File: src/rtl/mac_sequencer_if.sv
// Handshake bundle between the MAC front end, the sequencer and the shared mul.
// The slave modport is the sequencer side; master is the environment driving it.
interface mac_sequencer_if #(
  parameter int OPSIZE = 8,
  parameter int ACCW   = 24,
  parameter int LENW   = 8
);
  logic                     cmd_valid;
  logic                     cmd_ready;
  logic [LENW-1:0]          cmd_len;
  logic                     op_valid;
  logic                     op_ready;
  logic signed [OPSIZE-1:0] op_a;
  logic signed [OPSIZE-1:0] op_b;
  logic                     res_valid;
  logic                     res_ready;
  logic signed [ACCW-1:0]   res_data;
  logic                     res_ovf;
  logic                     busy;
  logic                     mul_start;
  logic signed [OPSIZE-1:0] mul_a;
  logic signed [OPSIZE-1:0] mul_b;
  logic signed [2*OPSIZE-1:0] mul_out;
  logic                     mul_ready;

  modport slave (
    input  cmd_valid, cmd_len, op_valid, op_a, op_b, res_ready, mul_out, mul_ready,
    output cmd_ready, op_ready, res_valid, res_data, res_ovf, busy, mul_start, mul_a, mul_b
  );

  modport master (
    output cmd_valid, cmd_len, op_valid, op_a, op_b, res_ready, mul_out, mul_ready,
    input  cmd_ready, op_ready, res_valid, res_data, res_ovf, busy, mul_start, mul_a, mul_b
  );
endinterface

File: src/rtl/mac_sequencer.sv
// Drives a shared iterative signed multiplier to compute a signed dot product
// of N operand pairs, accumulating with wrap and a sticky overflow flag.
module mac_sequencer #(
  parameter int OPSIZE = 8,
  parameter int ACCW   = 24,
  parameter int LENW   = 8
) (
  input  logic            clk,
  input  logic            rst,
  mac_sequencer_if.slave  bus
);

  typedef enum logic [2:0] {
    S_IDLE,
    S_FETCH,
    S_ISSUE,
    S_WAIT_LO,
    S_WAIT_HI,
    S_ACC,
    S_DONE
  } state_t;

  state_t                     r_state;
  state_t                     w_next;
  logic [LENW-1:0]            r_cnt;
  logic signed [ACCW-1:0]     r_acc;
  logic                       r_ovf;
  logic signed [2*OPSIZE-1:0] r_prod;
  logic signed [OPSIZE-1:0]   r_mulA;
  logic signed [OPSIZE-1:0]   r_mulB;
  logic                       r_waitCnt;

  logic signed [ACCW-1:0]     w_prodExt;
  logic signed [ACCW-1:0]     w_sum;
  logic                       w_cmdFire;
  logic                       w_opFire;
  logic                       w_ovfStep;

  // cmd is gated by mul_ready so a mul left busy by a reset finishes before any new start
  assign w_cmdFire = (r_state == S_IDLE) && bus.cmd_valid && bus.mul_ready;
  assign w_opFire  = (r_state == S_FETCH) && bus.op_valid;

  assign w_prodExt = ACCW'(r_prod);
  assign w_sum     = r_acc + w_prodExt;
  assign w_ovfStep = (r_acc[ACCW-1] == w_prodExt[ACCW-1]) && (w_sum[ACCW-1] != r_acc[ACCW-1]);

  always_ff @(posedge clk or posedge rst) begin
    if (rst) begin
      r_state <= S_IDLE;
    end else begin
      r_state <= w_next;
    end
  end

  always_comb begin
    w_next = r_state;
    case (r_state)
      S_IDLE: begin
        if (w_cmdFire) begin
          w_next = (bus.cmd_len == '0) ? S_DONE : S_FETCH;
        end
      end
      S_FETCH: begin
        if (w_opFire) begin
          w_next = S_ISSUE;
        end
      end
      S_ISSUE: begin
        w_next = S_WAIT_LO;
      end
      // a start the mul never saw leaves mul_ready high for two cycles; retry it
      S_WAIT_LO: begin
        if (!bus.mul_ready) begin
          w_next = S_WAIT_HI;
        end else if (r_waitCnt) begin
          w_next = S_ISSUE;
        end
      end
      S_WAIT_HI: begin
        if (bus.mul_ready) begin
          w_next = S_ACC;
        end
      end
      S_ACC: begin
        w_next = (r_cnt == LENW'(1)) ? S_DONE : S_FETCH;
      end
      S_DONE: begin
        if (bus.res_ready) begin
          w_next = S_IDLE;
        end
      end
      default: begin
        w_next = S_IDLE;
      end
    endcase
  end

  always_ff @(posedge clk or posedge rst) begin
    if (rst) begin
      r_cnt     <= '0;
      r_acc     <= '0;
      r_ovf     <= 1'b0;
      r_prod    <= '0;
      r_mulA    <= '0;
      r_mulB    <= '0;
      r_waitCnt <= 1'b0;
    end else begin
      case (r_state)
        S_IDLE: begin
          if (w_cmdFire) begin
            r_cnt <= bus.cmd_len;
            r_acc <= '0;
            r_ovf <= 1'b0;
          end
        end
        S_FETCH: begin
          if (w_opFire) begin
            r_mulA <= bus.op_a;
            r_mulB <= bus.op_b;
          end
        end
        S_ISSUE: begin
          r_waitCnt <= 1'b0;
        end
        S_WAIT_LO: begin
          r_waitCnt <= 1'b1;
        end
        S_WAIT_HI: begin
          if (bus.mul_ready) begin
            r_prod <= bus.mul_out;
          end
        end
        S_ACC: begin
          r_acc <= w_sum;
          r_ovf <= r_ovf | w_ovfStep;
          r_cnt <= r_cnt - LENW'(1);
        end
        default: begin
        end
      endcase
    end
  end

  assign bus.cmd_ready = w_cmdFire || ((r_state == S_IDLE) && bus.mul_ready);
  assign bus.op_ready  = (r_state == S_FETCH);
  assign bus.mul_start = (r_state == S_ISSUE);
  assign bus.mul_a     = r_mulA;
  assign bus.mul_b     = r_mulB;
  assign bus.res_valid = (r_state == S_DONE);
  assign bus.res_data  = (r_state == S_DONE) ? r_acc : '0;
  assign bus.res_ovf   = (r_state == S_DONE) && r_ovf;
  assign bus.busy      = (r_state != S_IDLE);

endmodule

File: src/flat_wrapper.sv
// flat-port wrapper written by rule: the top's interface ports become plain ports
module mac_sequencer_flat 
#(
  parameter int OPSIZE = 8,
  parameter int ACCW   = 24,
  parameter int LENW   = 8
)
  (clk, rst, bus_cmd_valid, bus_cmd_len, bus_op_valid, bus_op_a, bus_op_b, bus_res_ready, bus_mul_out, bus_mul_ready, bus_cmd_ready, bus_op_ready, bus_res_valid, bus_res_data, bus_res_ovf, bus_busy, bus_mul_start, bus_mul_a, bus_mul_b);
  mac_sequencer_if #(.OPSIZE(OPSIZE), .ACCW(ACCW), .LENW(LENW)) bus_i ();
  input  logic clk;
  input  logic rst;
  input wire logic [$bits(bus_i.cmd_valid)-1:0] bus_cmd_valid;
  input wire logic [$bits(bus_i.cmd_len)-1:0] bus_cmd_len;
  input wire logic [$bits(bus_i.op_valid)-1:0] bus_op_valid;
  input wire logic [$bits(bus_i.op_a)-1:0] bus_op_a;
  input wire logic [$bits(bus_i.op_b)-1:0] bus_op_b;
  input wire logic [$bits(bus_i.res_ready)-1:0] bus_res_ready;
  input wire logic [$bits(bus_i.mul_out)-1:0] bus_mul_out;
  input wire logic [$bits(bus_i.mul_ready)-1:0] bus_mul_ready;
  output wire logic [$bits(bus_i.cmd_ready)-1:0] bus_cmd_ready;
  output wire logic [$bits(bus_i.op_ready)-1:0] bus_op_ready;
  output wire logic [$bits(bus_i.res_valid)-1:0] bus_res_valid;
  output wire logic [$bits(bus_i.res_data)-1:0] bus_res_data;
  output wire logic [$bits(bus_i.res_ovf)-1:0] bus_res_ovf;
  output wire logic [$bits(bus_i.busy)-1:0] bus_busy;
  output wire logic [$bits(bus_i.mul_start)-1:0] bus_mul_start;
  output wire logic [$bits(bus_i.mul_a)-1:0] bus_mul_a;
  output wire logic [$bits(bus_i.mul_b)-1:0] bus_mul_b;
  assign bus_i.cmd_valid = bus_cmd_valid;
  assign bus_i.cmd_len = bus_cmd_len;
  assign bus_i.op_valid = bus_op_valid;
  assign bus_i.op_a = bus_op_a;
  assign bus_i.op_b = bus_op_b;
  assign bus_i.res_ready = bus_res_ready;
  assign bus_i.mul_out = bus_mul_out;
  assign bus_i.mul_ready = bus_mul_ready;
  assign bus_cmd_ready = bus_i.cmd_ready;
  assign bus_op_ready = bus_i.op_ready;
  assign bus_res_valid = bus_i.res_valid;
  assign bus_res_data = bus_i.res_data;
  assign bus_res_ovf = bus_i.res_ovf;
  assign bus_busy = bus_i.busy;
  assign bus_mul_start = bus_i.mul_start;
  assign bus_mul_a = bus_i.mul_a;
  assign bus_mul_b = bus_i.mul_b;
  mac_sequencer #(.OPSIZE(OPSIZE), .ACCW(ACCW), .LENW(LENW)) u_core (.clk(clk), .rst(rst), .bus(bus_i));
endmodule
File: config.mk
export PLATFORM = sky130hd
export DESIGN_NAME = mac_sequencer_flat
export DESIGN_NICKNAME = d
export VERILOG_FILES = /design/src/rtl/mac_sequencer_if.sv /design/src/rtl/mac_sequencer.sv /design/src/flat_wrapper.sv
export SDC_FILE = /design/constraint.sdc
export NUM_CORES = 1
export LEC_CHECK = 0
export CAP_MARGIN = 20
export CORE_MARGIN = 8
export CORE_UTILIZATION = 33
export CTS_BUF_LIST = sky130_fd_sc_hd__clkbuf_16
export DETAILED_ROUTE_END_ITERATION = 10
export SYNTH_ARGS = -nofsm -noshare
export SYNTH_HDL_FRONTEND = slang
export SYNTH_SLANG_ARGS = --single-unit
File: constraint.sdc
create_clock -name clk -period 2.95 [get_ports clk]
set_clock_uncertainty 0.2 [all_clocks]
set_input_delay 0.59 -clock clk [delete_from_list [all_inputs] [get_ports clk]]
set_output_delay 0.59 -clock clk [all_outputs]
set_load 0.02 [all_outputs]
**Word level (Yosys, flattened, before mapping)**

Cells that the tools add are included.

- Word-level logic and storage cells: 58
- Input bits: 46
- Output and inout bits: 46
- Register bits: 69

- Reductions and logical operators: 16
- Bitwise logic cells: 1
- $add $sub $neg: 2
- Equality and inequality tests: 14
- Mux-type cells: 17

Operators by type and width:

| kind | number |
|---|---|
| $mux W24 | 2 |
| $pmux W24 S2 | 1 |
| $add A24 B16 Y24 | 1 |
| $mux W3 | 8 |
| $pmux W3 S7 | 1 |
| $pmux W8 S2 | 1 |
| $eq A3 B3 Y1 const B | 3 |
| $eq A8 B1 Y1 const B | 1 |
| $logic_not A8 Y1 | 1 |
| $mux W8 | 1 |
| $sub A8 B1 Y8 const B | 1 |
| $eq A3 B2 Y1 const B | 2 |
| $logic_and A1 B1 Y1 | 6 |
| $reduce_and A2 Y1 | 3 |
| $reduce_and A5 Y1 | 1 |
| $ne A2 B1 Y1 const B | 2 |
| $ne A2 B2 Y1 const B | 2 |
| $pmux W1 S2 | 2 |
| $reduce_bool A2 Y1 | 2 |
| $eq A3 B1 Y1 const B | 1 |
| $logic_not A3 Y1 | 1 |
| $ne A3 B2 Y1 const B | 1 |
| $reduce_bool A3 Y1 | 1 |
| $eq A1 B1 Y1 | 1 |
| 4 further kinds | 4 |

**Longest topological paths before layout**

- Depth in word-level cells: 5
- Mapped depth: 9

**Least setup slack after synthesis**

OpenSTA, ideal clock, no wires.

- Path kind: register -> output
- Start point: register u_core.r_state[0]
- End point: output bus_res_data[14]
- Required time: 2160 ps
- Stages on the path, launching flop included: 6
- Slack: 354 ps
- Arrival: 1806 ps
- Path through: dfrtp_1 clkbuf_1 clkbuf_1 nor3b_1 clkbuf_1 and2_1

- Longest elaborated chain between the ends: 2

RTL lines:

| item | line | source |
|---|---|---|
| start, declared | mac_sequencer.sv:23 | `state_t r_state;` |
| start signal, assigned | mac_sequencer.sv:51 | `r_state <= w_next;` |
| $eq A3 B3 Y1 | n/a |  |
| net bus_res_valid | flat_wrapper.sv:22 | `output wire logic [$bits(bus_i.res_valid)-1:0] bus_res_valid;` |
| $mux W24 | mac_sequencer.sv:150 | `assign bus.res_data = (r_state == S_DONE) ? r_acc : '0;` |
| end, declared | flat_wrapper.sv:23 | `output wire logic [$bits(bus_i.res_data)-1:0] bus_res_data;` |

The timed path passes the listed nets, and every way through them passes these cells.

**Worst setup path in the final report**

- Start point: register u_core.r_state[1]
- End point: output bus_res_ovf

- Longest elaborated chain between the ends: 2

RTL lines:

| item | line | source |
|---|---|---|
| $eq A3 B3 Y1 | mac_sequencer.sv:151 | `assign bus.res_ovf = (r_state == S_DONE) && r_ovf;` |
| $logic_and A1 B1 Y1 | mac_sequencer.sv:151 |  |
| end, declared | flat_wrapper.sv:24 | `output wire logic [$bits(bus_i.res_ovf)-1:0] bus_res_ovf;` |

Every way passes these cells.

==> out/qor.yml <==
outcome: "complete, no violations"
synth-seq-cells: 69
cp.arrival_ns: 2.03
ctsHtreeMaxLevel: 3
synth_top_cell_area_share_pct: 39.3
fin_crit_sh_pct: 95.6
drive_gt1_share_pct: 14.6
relSlewSlack_pct: 53.9
synth.largest_area_cell: "dfrtp_1"
core.rowCount: 42
final_common_cell: "clkdlybuf4s50_1"
hold_viol_final: 0
die_w_um: 131
design.core.area_um2: 13100
syn_area_um2: 4390
dpl.cell_count: 720
synth-edff-count: 0
antenna_cells: 0
wl_mm: 11.6
clock_sinks: 69
syn-instance-count: 462
power_density_nw_per_um2: 1060
slew_violations: 0
detail-route-antenna-nets: 0
area_growth_pct: 33.0
grt_use_total_pct: 13.8
drv_cap: 0
synth.area.top_cells: "dfrtp_1 (39%), mux2_2 (8.5%), ha_1 (7.1%), and2_1 (3.8%), nand2_1 (3.7%)"
setup.worst_path.end: "bus_res_ovf"
crit_required_ns: 2.16
cp-start-kind: "flip-flop"
cts_tree: "yes"
grt_first_pass_wirelength_mm: 19.6
post-dp-hpwl_mm: 8.46
syn-num-nets: 534
startpoint: "u_core.r_state[1]$_DFFE_PP0P_"
max_freq_ghz: 0.355
cts_setup_buffers: 0
cts_root_buf: "clkbuf_16"
nNetsFinal: 627
layout.cells.non_filler: 736
firstDrtPassIters: 4
avgSynthCellArea_um2: 9.50
wl_per_cell_um: 15.7
rsz0062_at_grt: "false"
ys_seq_area_share_pct: 39.3
gp_congestion: 0.886
antenna_found_initial: 0
crit_type: "reg -> out"
synth-main-ff-cell: "dfrtp_1"
final_core_util_pct: 44.4
critPathMaxFanout: 26
clock_path_buffers: 2
cts_made_buffers: 9
min_path_type: "reg -> reg"
regToRegStartpoint: "u_core.r_prod[0]$_DFFE_PP0P_"
vdd_drop_max_mv: 0.414
route.detailed.drc: 0
async_reset_ff_share_pct: 100
die_area_um2: 17200
synth_warnings: 0
numPortBuffers: 91
finalSetupViolations: 0
r2r_cells: 9
die_h_um: 131
ys_types: 59
pin_count: 92
vias_per_cell: 5.03
setup_tns_ns: 0
grt.overflow.total: 0
power.leakage_nw: 2.44
fillers: 1278
worstSkewPairLatency_ns: 0.34
grt_max_degree: 70
grt_pass1_vias: 3834
initial_core_util_pct: 33.4
rr_endpoint: "u_core.r_acc[22]$_DFFE_PP0P_"
regToRegSetupSlack_ns: 0.19
final_cell_mix: "clkdlybuf4s50_1 (91), dfrtp_1 (68), nand2_1 (43)"
whs_ns: 0.304
worstMarginPinSlew_ns: 0.691
fin_crit_ns: 2.82
vias: 3703
path_clk_slew_ns: 0.06
endpoint_kind: "output pin"
dr.first_iter.drc_count: 254
## power breakdown
part / internal [W] / total, W / switching [W] / leakage (nW)
Combinational: 0.00161 / 0.00348 / 0.00187 / 1.45
Sequential: 0.00139 / 0.00170 / 0.000314 / 0.851
Clock: 0.000580 / 0.00103 / 0.000451 / 0.137
Total: 0.00357 / 0.00621 / 0.00264 / 2.44
## flip-flops by register name (all words and copies together) (netlist names)
register / count
u_core.r_prod: 16
u_core.r_ovf: 1
u_core.bus.mul_a: 8
u_core.bus.mul_b: 8
u_core.r_waitCnt: 1
u_core.r_acc: 24
u_core.r_cnt: 8
u_core.r_state: 3
## metrics by stage
step	total power, W	setup slack [ns]	cell area [um^2]
2_1_floorplan	0.00416	0.354	4390
3_3_place_gp	0.00512	0.229	5550
3_5_place_dp	0.00519	0.161	5550
4_1_cts	0.00627	0.0405	5830
5_1_grt	0.00676	0.0340	5840
6_report	0.00621	0.130	5840
## cells in the mapped netlist, drive strengths merged, types with 4 or more instances
| cell | n |
|---|---|
| a211oi | 5 |
| a21o | 9 |
| a21oi | 32 |
| and2 | 27 |
| and3 | 5 |
| buf | 12 |
| clkbuf | 13 |
| dfrtp | 69 |
| ha | 25 |
| inv | 11 |
| mux2 | 33 |
| nand2 | 45 |
| nand3 | 16 |
| nand4 | 4 |
| nor2 | 25 |
| nor3 | 8 |
| o211ai | 7 |
| o21a | 4 |
| o21ai | 38 |
| or3 | 4 |
| xnor2 | 14 |
| xor2 | 4 |
## layer usage
metal | track usage (%) | vias up | wire length (um) | part of all wire (%)
li1 | - | 1864 | - | -
met1 | 17.1 | 1732 | 5470 | 47
met2 | 21.9 | 93 | 5290 | 46
met3 | 4.57 | 14 | 641 | 5.5
met4 | 5.04 | 0 | 184 | 1.6
met5 | 0 | - | 0 | 0
## kinds of logic after synthesis
logic type	synth area share, %
compound gates	19.9
xor+xnor	3.59
fa+ha+maj	7.58
buf+inv	3.62
flops	39.3
mux	8.70
simple gates	17.2
## worst max-delay path, stage by stage, from the launching register on
cell	delay, ns
dfrtp_1	0.34
inv_1	0.12
nor3b_2	0.25
buf_12	0.19
and2_1	0.16
clkdlybuf4s50_1	0.62
## worst min path at each step
stage                                       to  slack [ns]  depth (start not counted)                       startpoint
2_1_floorplan     u_core.r_acc[10]$_DFFE_PP0P_        0.27                          2     u_core.r_acc[10]$_DFFE_PP0P_
3_3_place_gp          u_core.r_ovf$_DFFE_PP0P_        0.28                          2         u_core.r_ovf$_DFFE_PP0P_
3_5_place_dp   u_core.bus.mul_a[4]$_DFFE_PP0P_        0.30                          1  u_core.bus.mul_a[4]$_DFFE_PP0P_
4_1_cts        u_core.bus.mul_a[4]$_DFFE_PP0P_        0.31                          1  u_core.bus.mul_a[4]$_DFFE_PP0P_
5_1_grt        u_core.bus.mul_a[0]$_DFFE_PP0P_        0.33                          1  u_core.bus.mul_a[0]$_DFFE_PP0P_
6_report       u_core.bus.mul_b[5]$_DFFE_PP0P_        0.30                          1  u_core.bus.mul_b[5]$_DFFE_PP0P_
## cell type report
| cell class | count | area, um^2 | share of cell area, % |
|---|---|---|---|
| clock buffers | 9 | 225 | 3.86 |
| well taps | 176 | 220 | 3.77 |
| flip-flops and latches | 69 | 1730 | 29.6 |
| clock inverters | 7 | 56.3 | 0.964 |
| repair buffers | 107 | 1060 | 18.1 |
| multi-input cells | 357 | 2510 | 43.0 |
| inverters | 11 | 41.3 | 0.707 |
## repair_timing
| action | 4_1_cts | 5_1_grt |
|---|---|---|
| hold buffers | 0 | 0 |
| endpoints found under the setup margin | 0 | 22 |
| gates resized for setup | 0 | 2 |
Power figures use the tool's default switching activity.
